--- src/rtl/a4l_master.sv ---
// -----------------------------------------------------------------------------
// a4l_master
//
// Single-outstanding AXI4-Lite master. A simple command/response handshake on
// the user side is turned into one AXI4-Lite write (AW + W + B) or read
// (AR + R) transaction. The AXI response and, for reads, the read data are
// returned on the response channel.
//
// Optional feature macro: A4LM_TIMEOUT_EN
//   Defined   -> a per-transaction cycle counter aborts a stalled transaction
//                after TIMEOUT_CYCLES cycles and reports RSP_RESP = 2'b11.
//   Undefined -> no counter and no abort path; the master waits for the slave
//                indefinitely.
//
// Parameters
//   TIMEOUT_CYCLES  cycles allowed per transaction before abort (timeout build)
//
// Ports
//   ACLK, ARESETN                      clock, asynchronous active-low reset
//   CMD_VALID/READY/WRITE/ADDR/WDATA/WSTRB   command channel (user -> master)
//   RSP_VALID/READY/DATA/RESP                response channel (master -> user)
//   M_AXI_AW*, M_AXI_W*, M_AXI_B*            AXI4-Lite write channels
//   M_AXI_AR*, M_AXI_R*                      AXI4-Lite read channels
// -----------------------------------------------------------------------------
module a4l_master #(
    parameter int TIMEOUT_CYCLES = 1024
) (
    input  logic        ACLK,
    input  logic        ARESETN,

    input  logic        CMD_VALID,
    output logic        CMD_READY,
    input  logic        CMD_WRITE,
    input  logic [31:0] CMD_ADDR,
    input  logic [31:0] CMD_WDATA,
    input  logic [3:0]  CMD_WSTRB,

    output logic        RSP_VALID,
    input  logic        RSP_READY,
    output logic [31:0] RSP_DATA,
    output logic [1:0]  RSP_RESP,

    output logic [31:0] M_AXI_AWADDR,
    output logic [2:0]  M_AXI_AWPROT,
    output logic        M_AXI_AWVALID,
    input  logic        M_AXI_AWREADY,

    output logic [31:0] M_AXI_WDATA,
    output logic [3:0]  M_AXI_WSTRB,
    output logic        M_AXI_WVALID,
    input  logic        M_AXI_WREADY,

    input  logic [1:0]  M_AXI_BRESP,
    input  logic        M_AXI_BVALID,
    output logic        M_AXI_BREADY,

    output logic [31:0] M_AXI_ARADDR,
    output logic [2:0]  M_AXI_ARPROT,
    output logic        M_AXI_ARVALID,
    input  logic        M_AXI_ARREADY,

    input  logic [31:0] M_AXI_RDATA,
    input  logic [1:0]  M_AXI_RRESP,
    input  logic        M_AXI_RVALID,
    output logic        M_AXI_RREADY
);

    typedef enum logic [2:0] {
        IDLE  = 3'd0,
        WADDR = 3'd1,
        WRESP = 3'd2,
        RADDR = 3'd3,
        RDATA = 3'd4,
        RESP  = 3'd5
    } state_t;

    state_t      state_reg, state_next;
    logic        cmd_ready_reg, cmd_ready_next;
    logic [31:0] addr_reg, addr_next;
    logic [31:0] wdata_reg, wdata_next;
    logic [3:0]  wstrb_reg, wstrb_next;
    logic        awvalid_reg, awvalid_next;
    logic        wvalid_reg, wvalid_next;
    logic        arvalid_reg, arvalid_next;
    logic [31:0] rsp_data_reg, rsp_data_next;
    logic [1:0]  rsp_resp_reg, rsp_resp_next;

    // AW/W channels may complete in either order or together; a channel is
    // done once its valid has dropped or it handshakes this cycle.
    logic aw_done;
    logic w_done;
    assign aw_done = !awvalid_reg || M_AXI_AWREADY;
    assign w_done  = !wvalid_reg  || M_AXI_WREADY;

`ifdef A4LM_TIMEOUT_EN
    localparam int TW = (TIMEOUT_CYCLES > 2) ? $clog2(TIMEOUT_CYCLES) : 1;
    localparam logic [TW-1:0] TIMER_LAST = TW'(TIMEOUT_CYCLES - 1);

    logic [TW-1:0] timer_reg, timer_next;
    logic          busy;
    assign busy = (state_reg == WADDR) || (state_reg == WRESP) ||
                  (state_reg == RADDR) || (state_reg == RDATA);
`else
    // Without the timeout feature the parameter keeps the interface identical
    // across builds; this empty block is its only reference.
    if (TIMEOUT_CYCLES < 1) begin : g_timeout_cycles_unused
    end
`endif

    always_comb begin
        state_next    = state_reg;
        addr_next     = addr_reg;
        wdata_next    = wdata_reg;
        wstrb_next    = wstrb_reg;
        awvalid_next  = awvalid_reg;
        wvalid_next   = wvalid_reg;
        arvalid_next  = arvalid_reg;
        rsp_data_next = rsp_data_reg;
        rsp_resp_next = rsp_resp_reg;
`ifdef A4LM_TIMEOUT_EN
        timer_next    = timer_reg;
`endif

        case (state_reg)
            IDLE: begin
                if (CMD_VALID && cmd_ready_reg) begin
                    addr_next  = CMD_ADDR;
                    wdata_next = CMD_WDATA;
                    wstrb_next = CMD_WSTRB;
`ifdef A4LM_TIMEOUT_EN
                    timer_next = '0;
`endif
                    if (CMD_WRITE) begin
                        awvalid_next = 1'b1;
                        wvalid_next  = 1'b1;
                        state_next   = WADDR;
                    end else begin
                        arvalid_next = 1'b1;
                        state_next   = RADDR;
                    end
                end
            end
            WADDR: begin
                if (M_AXI_AWREADY) awvalid_next = 1'b0;
                if (M_AXI_WREADY)  wvalid_next  = 1'b0;
                if (aw_done && w_done) state_next = WRESP;
            end
            WRESP: begin
                if (M_AXI_BVALID) begin
                    rsp_resp_next = M_AXI_BRESP;
                    rsp_data_next = 32'd0;
                    state_next    = RESP;
                end
            end
            RADDR: begin
                if (M_AXI_ARREADY) begin
                    arvalid_next = 1'b0;
                    state_next   = RDATA;
                end
            end
            RDATA: begin
                if (M_AXI_RVALID) begin
                    rsp_resp_next = M_AXI_RRESP;
                    rsp_data_next = M_AXI_RDATA;
                    state_next    = RESP;
                end
            end
            RESP: begin
                if (RSP_READY) state_next = IDLE;
            end
            default: state_next = IDLE;
        endcase

`ifdef A4LM_TIMEOUT_EN
        // Abort takes priority over any handshake landing on the same edge.
        if (busy) begin
            if (timer_reg == TIMER_LAST) begin
                awvalid_next  = 1'b0;
                wvalid_next   = 1'b0;
                arvalid_next  = 1'b0;
                rsp_resp_next = 2'b11;
                rsp_data_next = 32'd0;
                state_next    = RESP;
            end else begin
                timer_next = timer_reg + 1'b1;
            end
        end
`endif

        // Registered so CMD_READY stays low while reset is held, yet is high
        // on every cycle the FSM sits in IDLE.
        cmd_ready_next = (state_next == IDLE);
    end

    always_ff @(posedge ACLK or negedge ARESETN) begin
        if (!ARESETN) begin
            state_reg     <= IDLE;
            cmd_ready_reg <= 1'b0;
            addr_reg      <= 32'd0;
            wdata_reg     <= 32'd0;
            wstrb_reg     <= 4'd0;
            awvalid_reg   <= 1'b0;
            wvalid_reg    <= 1'b0;
            arvalid_reg   <= 1'b0;
            rsp_data_reg  <= 32'd0;
            rsp_resp_reg  <= 2'd0;
`ifdef A4LM_TIMEOUT_EN
            timer_reg     <= '0;
`endif
        end else begin
            state_reg     <= state_next;
            cmd_ready_reg <= cmd_ready_next;
            addr_reg      <= addr_next;
            wdata_reg     <= wdata_next;
            wstrb_reg     <= wstrb_next;
            awvalid_reg   <= awvalid_next;
            wvalid_reg    <= wvalid_next;
            arvalid_reg   <= arvalid_next;
            rsp_data_reg  <= rsp_data_next;
            rsp_resp_reg  <= rsp_resp_next;
`ifdef A4LM_TIMEOUT_EN
            timer_reg     <= timer_next;
`endif
        end
    end

    assign CMD_READY     = cmd_ready_reg;
    assign RSP_VALID     = (state_reg == RESP);
    assign RSP_DATA      = rsp_data_reg;
    assign RSP_RESP      = rsp_resp_reg;

    assign M_AXI_AWADDR  = addr_reg;
    assign M_AXI_AWPROT  = 3'b000;
    assign M_AXI_AWVALID = awvalid_reg;
    assign M_AXI_WDATA   = wdata_reg;
    assign M_AXI_WSTRB   = wstrb_reg;
    assign M_AXI_WVALID  = wvalid_reg;
    assign M_AXI_BREADY  = (state_reg == WRESP);
    assign M_AXI_ARADDR  = addr_reg;
    assign M_AXI_ARPROT  = 3'b000;
    assign M_AXI_ARVALID = arvalid_reg;
    assign M_AXI_RREADY  = (state_reg == RDATA);

endmodule

--- config.mk ---
export PLATFORM = sky130hd
export DESIGN_NAME = a4l_master
export DESIGN_NICKNAME = d
export VERILOG_FILES = /design/src/rtl/a4l_master.sv
export SDC_FILE = /design/constraint.sdc
export NUM_CORES = 1
export LEC_CHECK = 0
export ABC_AREA = 1
export BUFFER_PORTS_ARGS = -buffer_cell sky130_fd_sc_hd__buf_2
export CAP_MARGIN = 20
export CORE_MARGIN = 4
export CORE_UTILIZATION = 44
export CTS_CLUSTER_SIZE = 24
export DETAILED_ROUTE_END_ITERATION = 7
export GPL_ROUTABILITY_DRIVEN = 0
export PLACE_DENSITY_LB_ADDON = 0.08
export SLEW_MARGIN = 20
export SYNTH_ARGS = -nofsm -noshare
export SYNTH_HDL_FRONTEND = slang
export SYNTH_SLANG_ARGS = --single-unit
export TNS_END_PERCENT = 1
--- constraint.sdc ---
create_clock -name ACLK -period 1.6 [get_ports ACLK]
set_clock_uncertainty 0.15 [all_clocks]
set_input_delay 0.24 -clock ACLK [delete_from_list [all_inputs] [get_ports ACLK]]
set_output_delay 0.24 -clock ACLK [all_outputs]
set_load 0.05 [all_outputs]
# Yosys cells after proc, flatten, opt, wreduce, memory -nomap -nowiden
# Cells that the tools add are included.
dict set report op_classes {
  n_bitwise 0
  n_addsub 0
  n_reduce_logical 16
  n_mul 0
  order_cmp 0
  shifts 0
  div 0
  n_eq_ne 13
  mux 24
}
# op n
set op_table {}
lappend op_table {{$mux W32} 2}
lappend op_table {{$pmux W32 S2} 1}
lappend op_table {{$mux W3} 6}
lappend op_table {{$pmux W3 S6} 1}
lappend op_table {{$ne A2 B2 Y1 const B} 8}
lappend op_table {{$reduce_and A4 Y1} 3}
lappend op_table {{$mux W1} 7}
lappend op_table {{$eq A3 B2 Y1 const B} 2}
lappend op_table {{$eq A3 B3 Y1 const B} 2}
lappend op_table {{$logic_not A3 Y1} 2}
lappend op_table {{$mux W2} 3}
lappend op_table {{$pmux W1 S2} 3}
lappend op_table {{$reduce_bool A2 Y1} 3}
lappend op_table {{$pmux W2 S2} 1}
lappend op_table {{$eq A3 B1 Y1 const B} 1}
lappend op_table {{$reduce_and A3 Y1} 1}
lappend op_table {{$logic_and A1 B1 Y1} 2}
lappend op_table {{$logic_not A1 Y1} 2}
lappend op_table {{$logic_or A1 B1 Y1} 2}
lappend op_table {{$reduce_and A2 Y1} 1}
dict set report totals {
  reg_bits 109
  latchBits 0
  mem_bits_ro 0
  output_inout_bits 147
  mem_count 0
  mem_bits_rw 0
  word_cells 63
}

# Longest topological paths before layout
# Gate-level depths: netlist of the first run.
dict set report depth {
  ltp_word 6
  mapped_depth 8
  mapped_depth_nobuf 8
}

# Worst setup path after synthesis of the first run
# OpenSTA, ideal clock, no wires.
dict set report synth_timing {
  kind {register to register}
  start {reg cmd_ready_reg (netlist: CMD_READY)}
  end {reg addr_reg[14] (netlist: M_AXI_ARADDR[14])}
  setup_ps 119
  arrival_time_ps 1397
  setup_slack_ps -66
  synth_period_minus_slack_ps 1666
  path_stages_with_launch 8
  required_time_ps 1331
  cell_sequence {dfrtp_1 -> nand2_1 -> nor2_4 -> inv_2 -> buf_6 -> buf_6 -> nand2_1 -> nand2_1}
}
dict set report synth_between {
  elab_chain_len 2
}
# item line_no
set synth_rtl {}
lappend synth_rtl {{start: declaration} 78} ;# logic cmd_ready_reg, cmd_ready_next;
lappend synth_rtl {{start signal: assignment} 212} ;# cmd_ready_reg <= cmd_ready_next;
lappend synth_rtl {{$logic_and A1 B1 Y1} 126} ;# if (CMD_VALID && cmd_ready_reg) begin
lappend synth_rtl {{$reduce_and A2 Y1 (no line)} n/a}
lappend synth_rtl {{end signal: assignment} 213} ;# addr_reg <= addr_next;
lappend synth_rtl {{end: declaration} 79} ;# logic [31:0] addr_reg, addr_next;
# Every way passes these cells.
# A chain may end at the register's enable or synchronous reset.

# Worst setup path after layout of the first run
dict set report layout_timing {
  start {reg state_reg[1]}
  end {out RSP_VALID}
}
dict set report layout_between {
  elab_chain_len 1
}
# item line_no
set layout_rtl {}
lappend layout_rtl {{start: declaration} 77} ;# state_t state_reg, state_next;
lappend layout_rtl {{start signal: assignment} 211} ;# state_reg <= state_next;
lappend layout_rtl {{$eq A3 B3 Y1} 228} ;# assign RSP_VALID = (state_reg == RESP);
lappend layout_rtl {{end: declaration} 38} ;# output logic RSP_VALID,
# Every way passes these cells.

==> results of run 1 <==
final cells by class:
type                            instances  area (µm²)  area share [%]
Sequential cell                       109        2730            37.4
Timing Repair Buffer                  383        2630            36.0
Multi-Input combinational cell        357        1510            20.7
Tap cell                              136         170            2.33
Clock buffer                            9         124            1.69
Clock inverter                          7        71.3           0.976
Inverter                               15        66.3           0.907
through the flow:
step	worst slack, ns	TNS, ns	total power [mW]
after CTS	-0.0531	-0.164	16.8
after detailed placement	0.0364	0	14.8
after global routing	-0.115	-6.75	17.8
after floorplan	0.0906	0	12.7
after global placement	0.0868	0	14.6
final	-0.0523	-0.687	16.9
cells by family (layout without fill, tap and decap cells):
family | after synthesis | in the layout | synth area share (%)
flip-flops | 109 | 109 | 58.3
buffers and inverters | 79 | 414 | 10.5
AO/OA/AOI/OAI | 9 | 9 | 1.07
AND/OR/NAND/NOR | 342 | 342 | 30.1
other | 1 | 6 | 0.0801
metal layers:
metal  GRT usage [%]  vias to the layer above
li1                -                     2306
met1            27.3                     2256
met3            5.79                       30
met4            8.43                        0
met5               0                        -
met2            39.3                      206
cells in the final DEF, fill, tap and decap left out, types with 2 or more instances in the layout:
cell	n
nor2_1	9
buf_4	18
clkinv_4	2
conb_1	6
dlygate4sd3_1	103
clkinv_2	3
dfrtp_1	107
dfrtp_2	2
nand3_4	2
inv_1	9
inv_2	3
inv_6	2
buf_12	6
inv_4	2
clkbuf_8	9
nand2_2	2
nor2_4	2
buf_2	250
o21a_1	2
nand2_1	255
o21ai_0	2
nand3_1	69
buf_8	4
a21oi_1	5
cells in the mapped netlist, types with 3 or more instances:
cell and instances:
nand3_1 71, buf_4 41, nor2_1 9, dfrtp_1 109, buf_2 15, nand2_1 256
a21oi_1 5, clkbuf_1 5, inv_1 12, buf_6 3
how the worst max path moves through the flow:
stage                                       from  cells after the start                            to  slack (ns)
after floorplan              CMD_READY$_DFF_PN0_                      7  M_AXI_ARADDR[14]$_DFFE_PN0P_        0.09
after global placement    state_reg[1]$_DFF_PN0_                      6      M_AXI_WVALID$_DFFE_PN0P_        0.09
after detailed placement  state_reg[2]$_DFF_PN0_                      6      M_AXI_WVALID$_DFFE_PN0P_        0.04
after CTS                 state_reg[1]$_DFF_PN0_                      5                     RSP_VALID       -0.05
after global routing      state_reg[0]$_DFF_PN0_                      7   M_AXI_WDATA[25]$_DFFE_PN0P_       -0.12
final                     state_reg[1]$_DFF_PN0_                      5                     RSP_VALID       -0.05
tightest hold or removal path: stages:
cell and delay [ns]:
buf_2 0.11, nand3_1 0.09, o21ai_0 0.07
power by group through the flow:
stage	clock [mW]	combinational [mW]	sequential, mW
after global placement	0	9.91	4.72
final	1.66	10.5	4.76
after global routing	1.85	11.0	4.93
after CTS	1.72	10.4	4.75
after detailed placement	0	9.99	4.77
after floorplan	0	3.79	8.91
repair_timing:
item                                    in CTS  in global routing
hold endpoints to repair                   211                  0
endpoints found under the setup margin       3                 96
resized for setup                           22                  4
cloned                                       0                  1
pin swaps                                    1                  0
hold buffers                               103                  0
buffers inserted                             6                  2
==> results.json, run 1 <==
{
  "r2r_end": "M_AXI_WDATA[11]$_DFFE_PN0P_",
  "fp.dieArea_mm2": 0.0124,
  "drive_above_1_share_pct": 35.6,
  "syn_to_final_growth_pct": 56.1,
  "grt_pass1_wl_um": 23000,
  "max_freq_mhz": 605,
  "dpl.cell_count": 888,
  "cts-root-buf": "clkbuf_8",
  "fin_ws_ns": -0.0523,
  "fin_cells": 1016,
  "async_flop_share_pct": 100,
  "worstPathCellList": "buf_6, inv_4, nand3_4, inv_2, buf_8",
  "path_buf_inv": 4,
  "start_util_pct": 45.3,
  "yosysTopAreaCell": "dfrtp_1",
  "synthTopCellsByArea": "dfrtp_1 (58%), nand2_1 (21%), nand3_1 (7.6%)",
  "synth_area_mm2": 0.00468,
  "setup_violations": 45,
  "die_w_um": 111,
  "violations": "negative setup slack",
  "drc_errors": 0,
  "clk_path_buf_depth": 2,
  "p_seq_share_pct": 28.2,
  "power.internal_mw": 7.13,
  "clkPwrFrac_pct": 9.8,
  "hold_violations": 0,
  "wl_met1_um": 5760,
  "syn_inst": 540,
  "leakagePower_nw": 4.29,
  "clk_latency_ns": 0.35,
  "period_needed_ns": 1.65,
  "grt_pass1_vias": 4694,
  "wl_met3_um": 1020,
  "reg2reg_slack_ns": -0.04,
  "post-route-util_pct": 70.8,
  "rsz0062_at_grt": "yes",
  "whs_endpoint": "M_AXI_ARVALID$_DFFE_PN0P_",
  "track_usage_pct": 22.7,
  "reg2reg_from": "state_reg[0]$_DFF_PN0_",
  "startpoint_type": "register",
  "num_rows": 37,
  "io_pins": 261,
  "cts.sink_count": 109,
  "antenna_found_initial": 0,
  "cts_inserted_buffers": 9,
  "top_layer": "met4",
  "via_count": 4798,
  "path_class": "register to primary output",
  "final_nets": 989,
  "crit_family": "flip-flops",
  "synth_top_area_share_pct": 58.3,
  "yosysWarnings": 0,
  "fin_crit_sh_pct": 103,
  "first_pass_iters": 5,
  "met2_length_um": 7510,
  "post_drt_wl_per_cell_um": 14.4,
  "cp.arrival_ns": 1.26,
  "slowest_stage": "dfrtp_1",
  "postPlaceCellArea_mm2": 0.00591,
  "synth-edff-count": 0,
  "dp_hpwl_um": 9660,
  "max_cap_viol_count": 0,
  "status": "finished, violations left",
  "core_area_mm2": 0.0103,
  "synth_top_flop_cell": "dfrtp_1",
  "peakVddDrop_v": 0.00143,
  "synth_seq_cells": 109,
  "share_comb_of_total_power_pct": 62.0,
  "grt_max_degree": 69,
  "holdPathStages": 3,
  "antenna_cells": 0,
  "cts_htree_levels": 3,
  "slew_violations": 0,
  "hold_start": "CMD_VALID",
  "cp-end-kind": "primary output",
  "swShare_pct": 57.8,
  "drt-total-wl_um": 14600,
  "fill_cells": 782,
  "ff2ff_path_depth": 7,
  "grt-ovfl-total": 0,
  "cts_tree": "built",
  "fin_hold_ws_ns": 0.0405,
  "yosysSeqAreaShare_pct": 58.3,
  "power_density_mw_per_mm2": 2310,
  "yosysUniqueCellTypes": 19,
  "drt_iter0_markers": 264,
  "avgSynthCellArea_um2": 8.67,
  "clk_pin_slew_ns": 0.10,
  "die_h_um": 111,
  "p_sw_mw": 9.76,
  "hp-class": "primary input to register",
  "avgViaCountPerCell": 4.72,
  "cp.required_ns": 1.21,
  "critPathMaxStageDelay_ns": 0.43,
  "portBuffers": 254,
  "ant_nets": 0,
  "cp_max_fo": 4,
  "final_area_mm2": 0.00731
}
No activity file was read; power rests on OpenSTA's default activity.
==> inputs of run 2 (changes only) <==
- CORE_UTILIZATION: 44 -> 30
==> run 2 against run 1 <==
Effect of this change:
- the run still ends with negative setup slack left
- sequential share of layout area fell by 1.1 points
- sequential power barely moved
- register-to-register slack improved by 0.08 ns
- clock-buffer cell count rose by 2
- die area rose by 43%
- critical path type unchanged
- critical path depth fell by 1
- via count fell by 4.0%
- largest power group unchanged
==> results.json, run 2 (synthesis results as in run 1) <==
{
  "fin_crit_sh_pct": 101,
  "leakagePower_nw": 4.33,
  "syn_to_final_growth_pct": 60.7,
  "start_util_pct": 30.7,
  "die_w_um": 133,
  "max_freq_mhz": 618,
  "drc_errors": 0,
  "drive_above_1_share_pct": 35.6,
  "slowest_stage": "dfrtp_2",
  "cts_inserted_buffers": 9,
  "die_h_um": 133,
  "power_density_mw_per_mm2": 2340,
  "num_rows": 45,
  "cts-root-buf": "clkbuf_16",
  "dpl.cell_count": 967,
  "portBuffers": 254,
  "final_area_mm2": 0.00752,
  "critPathMaxStageDelay_ns": 0.45,
  "ant_nets": 0,
  "worstPathCellList": "nor2_4, nand2_2, clkinv_4, buf_12",
  "grt-ovfl-total": 0,
  "via_count": 4607,
  "max_cap_viol_count": 0,
  "cts_tree": "built",
  "path_buf_inv": 2,
  "first_pass_iters": 4,
  "multi_input_area_mm2": 0.00151,
  "timing.setup.tns_ns": -0.0255,
  "setup_violations": 2,
  "clk_pin_slew_ns": 0.07,
  "antenna_cells": 0,
  "clk_latency_ns": 0.35,
  "fin_ws_ns": -0.0186,
  "final_nets": 988,
  "peakVddDrop_v": 0.00117,
  "avgViaCountPerCell": 4.23,
  "cp.arrival_ns": 1.23,
  "drt-total-wl_um": 14700,
  "dp_hpwl_um": 10300,
  "core_area_mm2": 0.0153,
  "period_needed_ns": 1.62,
  "rsz0062_at_grt": "yes",
  "fp.dieArea_mm2": 0.0177,
  "antenna_found_initial": 0,
  "startpoint_type": "register",
  "layout_common_cells": "nand2_1 (255), buf_2 (250), dfrtp_1 (107)",
  "cts.sink_count": 109,
  "violations": "negative setup slack",
  "final_common_cell": "nand2_1",
  "status": "finished, violations left",
  "clk_path_buf_depth": 2,
  "slew_violations": 0,
  "hp-class": "primary input to register",
  "seqCellArea_mm2": 0.00273,
  "postPlaceCellArea_mm2": 0.00602,
  "fill_cells": 1475,
  "cp-end-kind": "primary output",
  "fin_hold_ws_ns": 0.0467,
  "track_usage_pct": 16.7,
  "post-route-util_pct": 49.3,
  "io_pins": 261,
  "grt_pass1_vias": 4748,
  "path_class": "register to primary output",
  "cp.required_ns": 1.21,
  "post_drt_wl_per_cell_um": 13.4,
  "fin_cells": 1090,
  "drt_iter0_markers": 195,
  "grt_max_degree": 74,
  "crit_family": "flip-flops",
  "grt_pass1_wl_um": 24000,
  "cp_max_fo": 4,
  "hold_violations": 0,
  "cts_htree_levels": 3
}
## run 2: report_power, final
part           internal [mW]  leakage [nW]  switching (mW)
logic                   2.42          2.77            7.99
clock network           1.46         0.162            1.01
registers               3.99          1.40           0.750
## run 2: worst min-delay path: stages
cell	delay (ns)
buf_2	0.10
nand3_1	0.08
o21ai_0	0.07
## run 2: area by class of cell
type	instances	share of cell area [%]
flip-flops and latches	109	36.3
repair buffers	382	34.8
multi-input cells	357	20.1
well taps	211	3.51
clock buffers	11	3.36
clock inverters	5	1.08
inverters	15	0.849
## run 2: through the flow
step	power, mW	worst slack, ns
floorplan	12.7	0.0906
global placement	14.8	0.130
detailed placement	14.8	0.116
CTS	17.8	-0.0345
global route	18.6	-0.0804
finish	17.6	-0.0186
## run 2: layer usage
metal / part of all wire, % / routed length [µm] / global-route usage [%]
met3: 7.2 / 1050 / 5.48
met4: 1.7 / 243 / 4.62
met2: 51 / 7490 / 29.1
met1: 40 / 5880 / 19.8
met5: 0 / 0 / 0
## run 2: timing repair
| item | CTS | global route |
|---|---|---|
| resized for setup | 25 | 6 |
| hold buffers | 103 | 0 |
| endpoints found under the hold margin | 211 | 0 |
| endpoints found under the setup margin | 3 | 106 |
| buffers inserted | 4 | 0 |
| pin swaps | 2 | 2 |
## run 2: final timing paths
| kind | startpoint | slack [ns] | depth (start not counted) | to |
|---|---|---|---|---|
| setup / recovery | state_reg[0]$_DFF_PN0_ | -0.02 | 4 | M_AXI_RREADY |
| hold / removal | CMD_VALID | 0.05 | 3 | M_AXI_ARVALID$_DFFE_PN0P_ |
| setup reg to reg | state_reg[0]$_DFF_PN0_ | 0.04 | 8 | M_AXI_ARADDR[31]$_DFFE_PN0P_ |
| hold reg to reg | M_AXI_WDATA[28]$_DFFE_PN0P_ | 0.32 | 2 | M_AXI_WDATA[28]$_DFFE_PN0P_ |
| max in group asynchronous | ARESETN | 0.61 | 3 | M_AXI_ARADDR[10]$_DFFE_PN0P_ |
| min in group asynchronous | ARESETN | 0.29 | 3 | M_AXI_ARADDR[24]$_DFFE_PN0P_ |
==> inputs of run 3 (changes only) <==
- TNS_END_PERCENT: 1 -> not set
==> run 3 against run 2 <==
Effect of this change:
- the flow still finishes with violations (negative setup slack)
- cell count grew 0.37%
- combinational power is essentially flat
- sequential power is essentially flat
- fmax grew 0.35%
- die area is the same
- clock power is essentially flat
- cell area grew 0.55%
- largest cell class unchanged
==> results.json, run 3 (synthesis results as in run 1) <==
{
  "track_usage_pct": 16.7,
  "fin_cells": 1094,
  "reg2reg_slack_ns": 0.04,
  "cp.arrival_ns": 1.22,
  "cts_tree": "built",
  "final_nets": 992,
  "path_class": "register to primary output",
  "slew_violations": 0,
  "io_pins": 261,
  "startpoint_type": "register",
  "die_h_um": 133,
  "die_w_um": 133,
  "max_cap_viol_count": 0,
  "clk_pin_slew_ns": 0.07,
  "period_needed_ns": 1.61,
  "power_density_mw_per_mm2": 2340,
  "cp-endpoint": "RSP_VALID",
  "peakVddDrop_v": 0.00118,
  "start_util_pct": 30.7,
  "cts-root-buf": "clkbuf_16",
  "final_common_cell": "nand2_1",
  "dp_hpwl_um": 10300,
  "cts.sink_count": 109,
  "violations": "negative setup slack",
  "reg2reg_from": "state_reg[0]$_DFF_PN0_",
  "timing.setup.tns_ns": -0.0257,
  "via_count": 4640,
  "syn_to_final_growth_pct": 61.5,
  "fp.dieArea_mm2": 0.0177,
  "ant_nets": 0,
  "clk_latency_ns": 0.35,
  "num_rows": 45,
  "worstPathCellList": "buf_6, inv_4, nand3_2, inv_2, buf_8",
  "cp_max_fo": 4,
  "drive_above_1_share_pct": 35.9,
  "drc_errors": 0,
  "cts_htree_levels": 3,
  "ff2ff_path_depth": 8,
  "hold_start": "CMD_VALID",
  "antenna_cells": 0,
  "cp-end-kind": "primary output",
  "max_freq_mhz": 620,
  "cp.required_ns": 1.21,
  "hold_violations": 0,
  "leakagePower_nw": 4.35,
  "drt_iter0_markers": 188,
  "core_area_mm2": 0.0153,
  "antenna_found_initial": 0,
  "grt-ovfl-total": 0,
  "fin_hold_ws_ns": 0.0455,
  "slowest_stage": "dfrtp_1",
  "cts_inserted_buffers": 9,
  "fin_crit_sh_pct": 101,
  "portBuffers": 254,
  "post_drt_wl_per_cell_um": 13.5,
  "startpoint": "state_reg[1]$_DFF_PN0_",
  "setup_violations": 2,
  "first_pass_iters": 4,
  "grt_max_degree": 74,
  "clk_path_buf_depth": 2,
  "hp-class": "primary input to register",
  "status": "finished, violations left",
  "dp_slack_ns": 0.116,
  "fin_ws_ns": -0.0129,
  "rsz0062_at_grt": "yes",
  "grt_pass1_wl_um": 24100,
  "critPathMaxStageDelay_ns": 0.42,
  "avgViaCountPerCell": 4.24,
  "layout_common_cells": "nand2_1 (255), buf_2 (250), dfrtp_1 (107)",
  "r2r_end": "M_AXI_ARADDR[31]$_DFFE_PN0P_",
  "dpl.cell_count": 967,
  "drt-total-wl_um": 14700,
  "grt_pass1_vias": 4755
}
-- run 3: timing repair --
item,CTS,global route
pin swaps,2,0
endpoints found under the hold margin,211,0
cloned,0,0
buffers inserted,5,3
resized for setup,25,8
hold buffers,103,0
endpoints found under the setup margin,3,106
-- run 3: critical path, delay by kind of cell, from the launching register on --
kind,cells,cell delay (ns)
buf+inv,4,0.40
flops,1,0.42
simple gates,1,0.06
-- run 3: how the worst min path moves through the flow --
stage,endpoint,slack [ns],cells past startpoint
after floorplan,CMD_READY$_DFF_PN0_,-0.21,0
after global placement,M_AXI_ARADDR[24]$_DFFE_PN0P_,0.15,2
after detailed placement,M_AXI_ARADDR[24]$_DFFE_PN0P_,0.15,2
after CTS,M_AXI_ARVALID$_DFFE_PN0P_,0.03,3
after global routing,M_AXI_ARVALID$_DFFE_PN0P_,0.07,3
final,M_AXI_ARVALID$_DFFE_PN0P_,0.05,3
-- run 3: cell type report --
cell class	count	area [µm²]
tap	211	264
sequential	109	2730
fill	1469	7700
clock inverter	5	81.3
timing repair buffer	386	2650
inverter	15	63.8
clock buffer	11	253
multi-input combinational	357	1520
-- run 3: report_power, final --
part           switching (mW)  internal, mW
Clock                    1.01          1.46
Combinational            8.02          2.47
Sequential              0.748          3.99
-- run 3: stage by stage --
step                util [%]  instance area, µm²  total power, mW
floorplan                  -                4700             12.7
global placement        39.5                6020             14.8
detailed placement      39.5                6020             14.8
CTS                     49.1                7500             17.8
global route            49.6                7560             18.7
finish                  49.6                7560             17.7
-- run 3: metal layers --
layer / track usage (%) / vias to the layer above / routed length (µm)
li1: - / 2310 / -
met5: 0 / - / 0
met3: 5.48 / 16 / 1070
met1: 19.8 / 2157 / 5860
met2: 29.2 / 157 / 7560
met4: 4.62 / 0 / 249
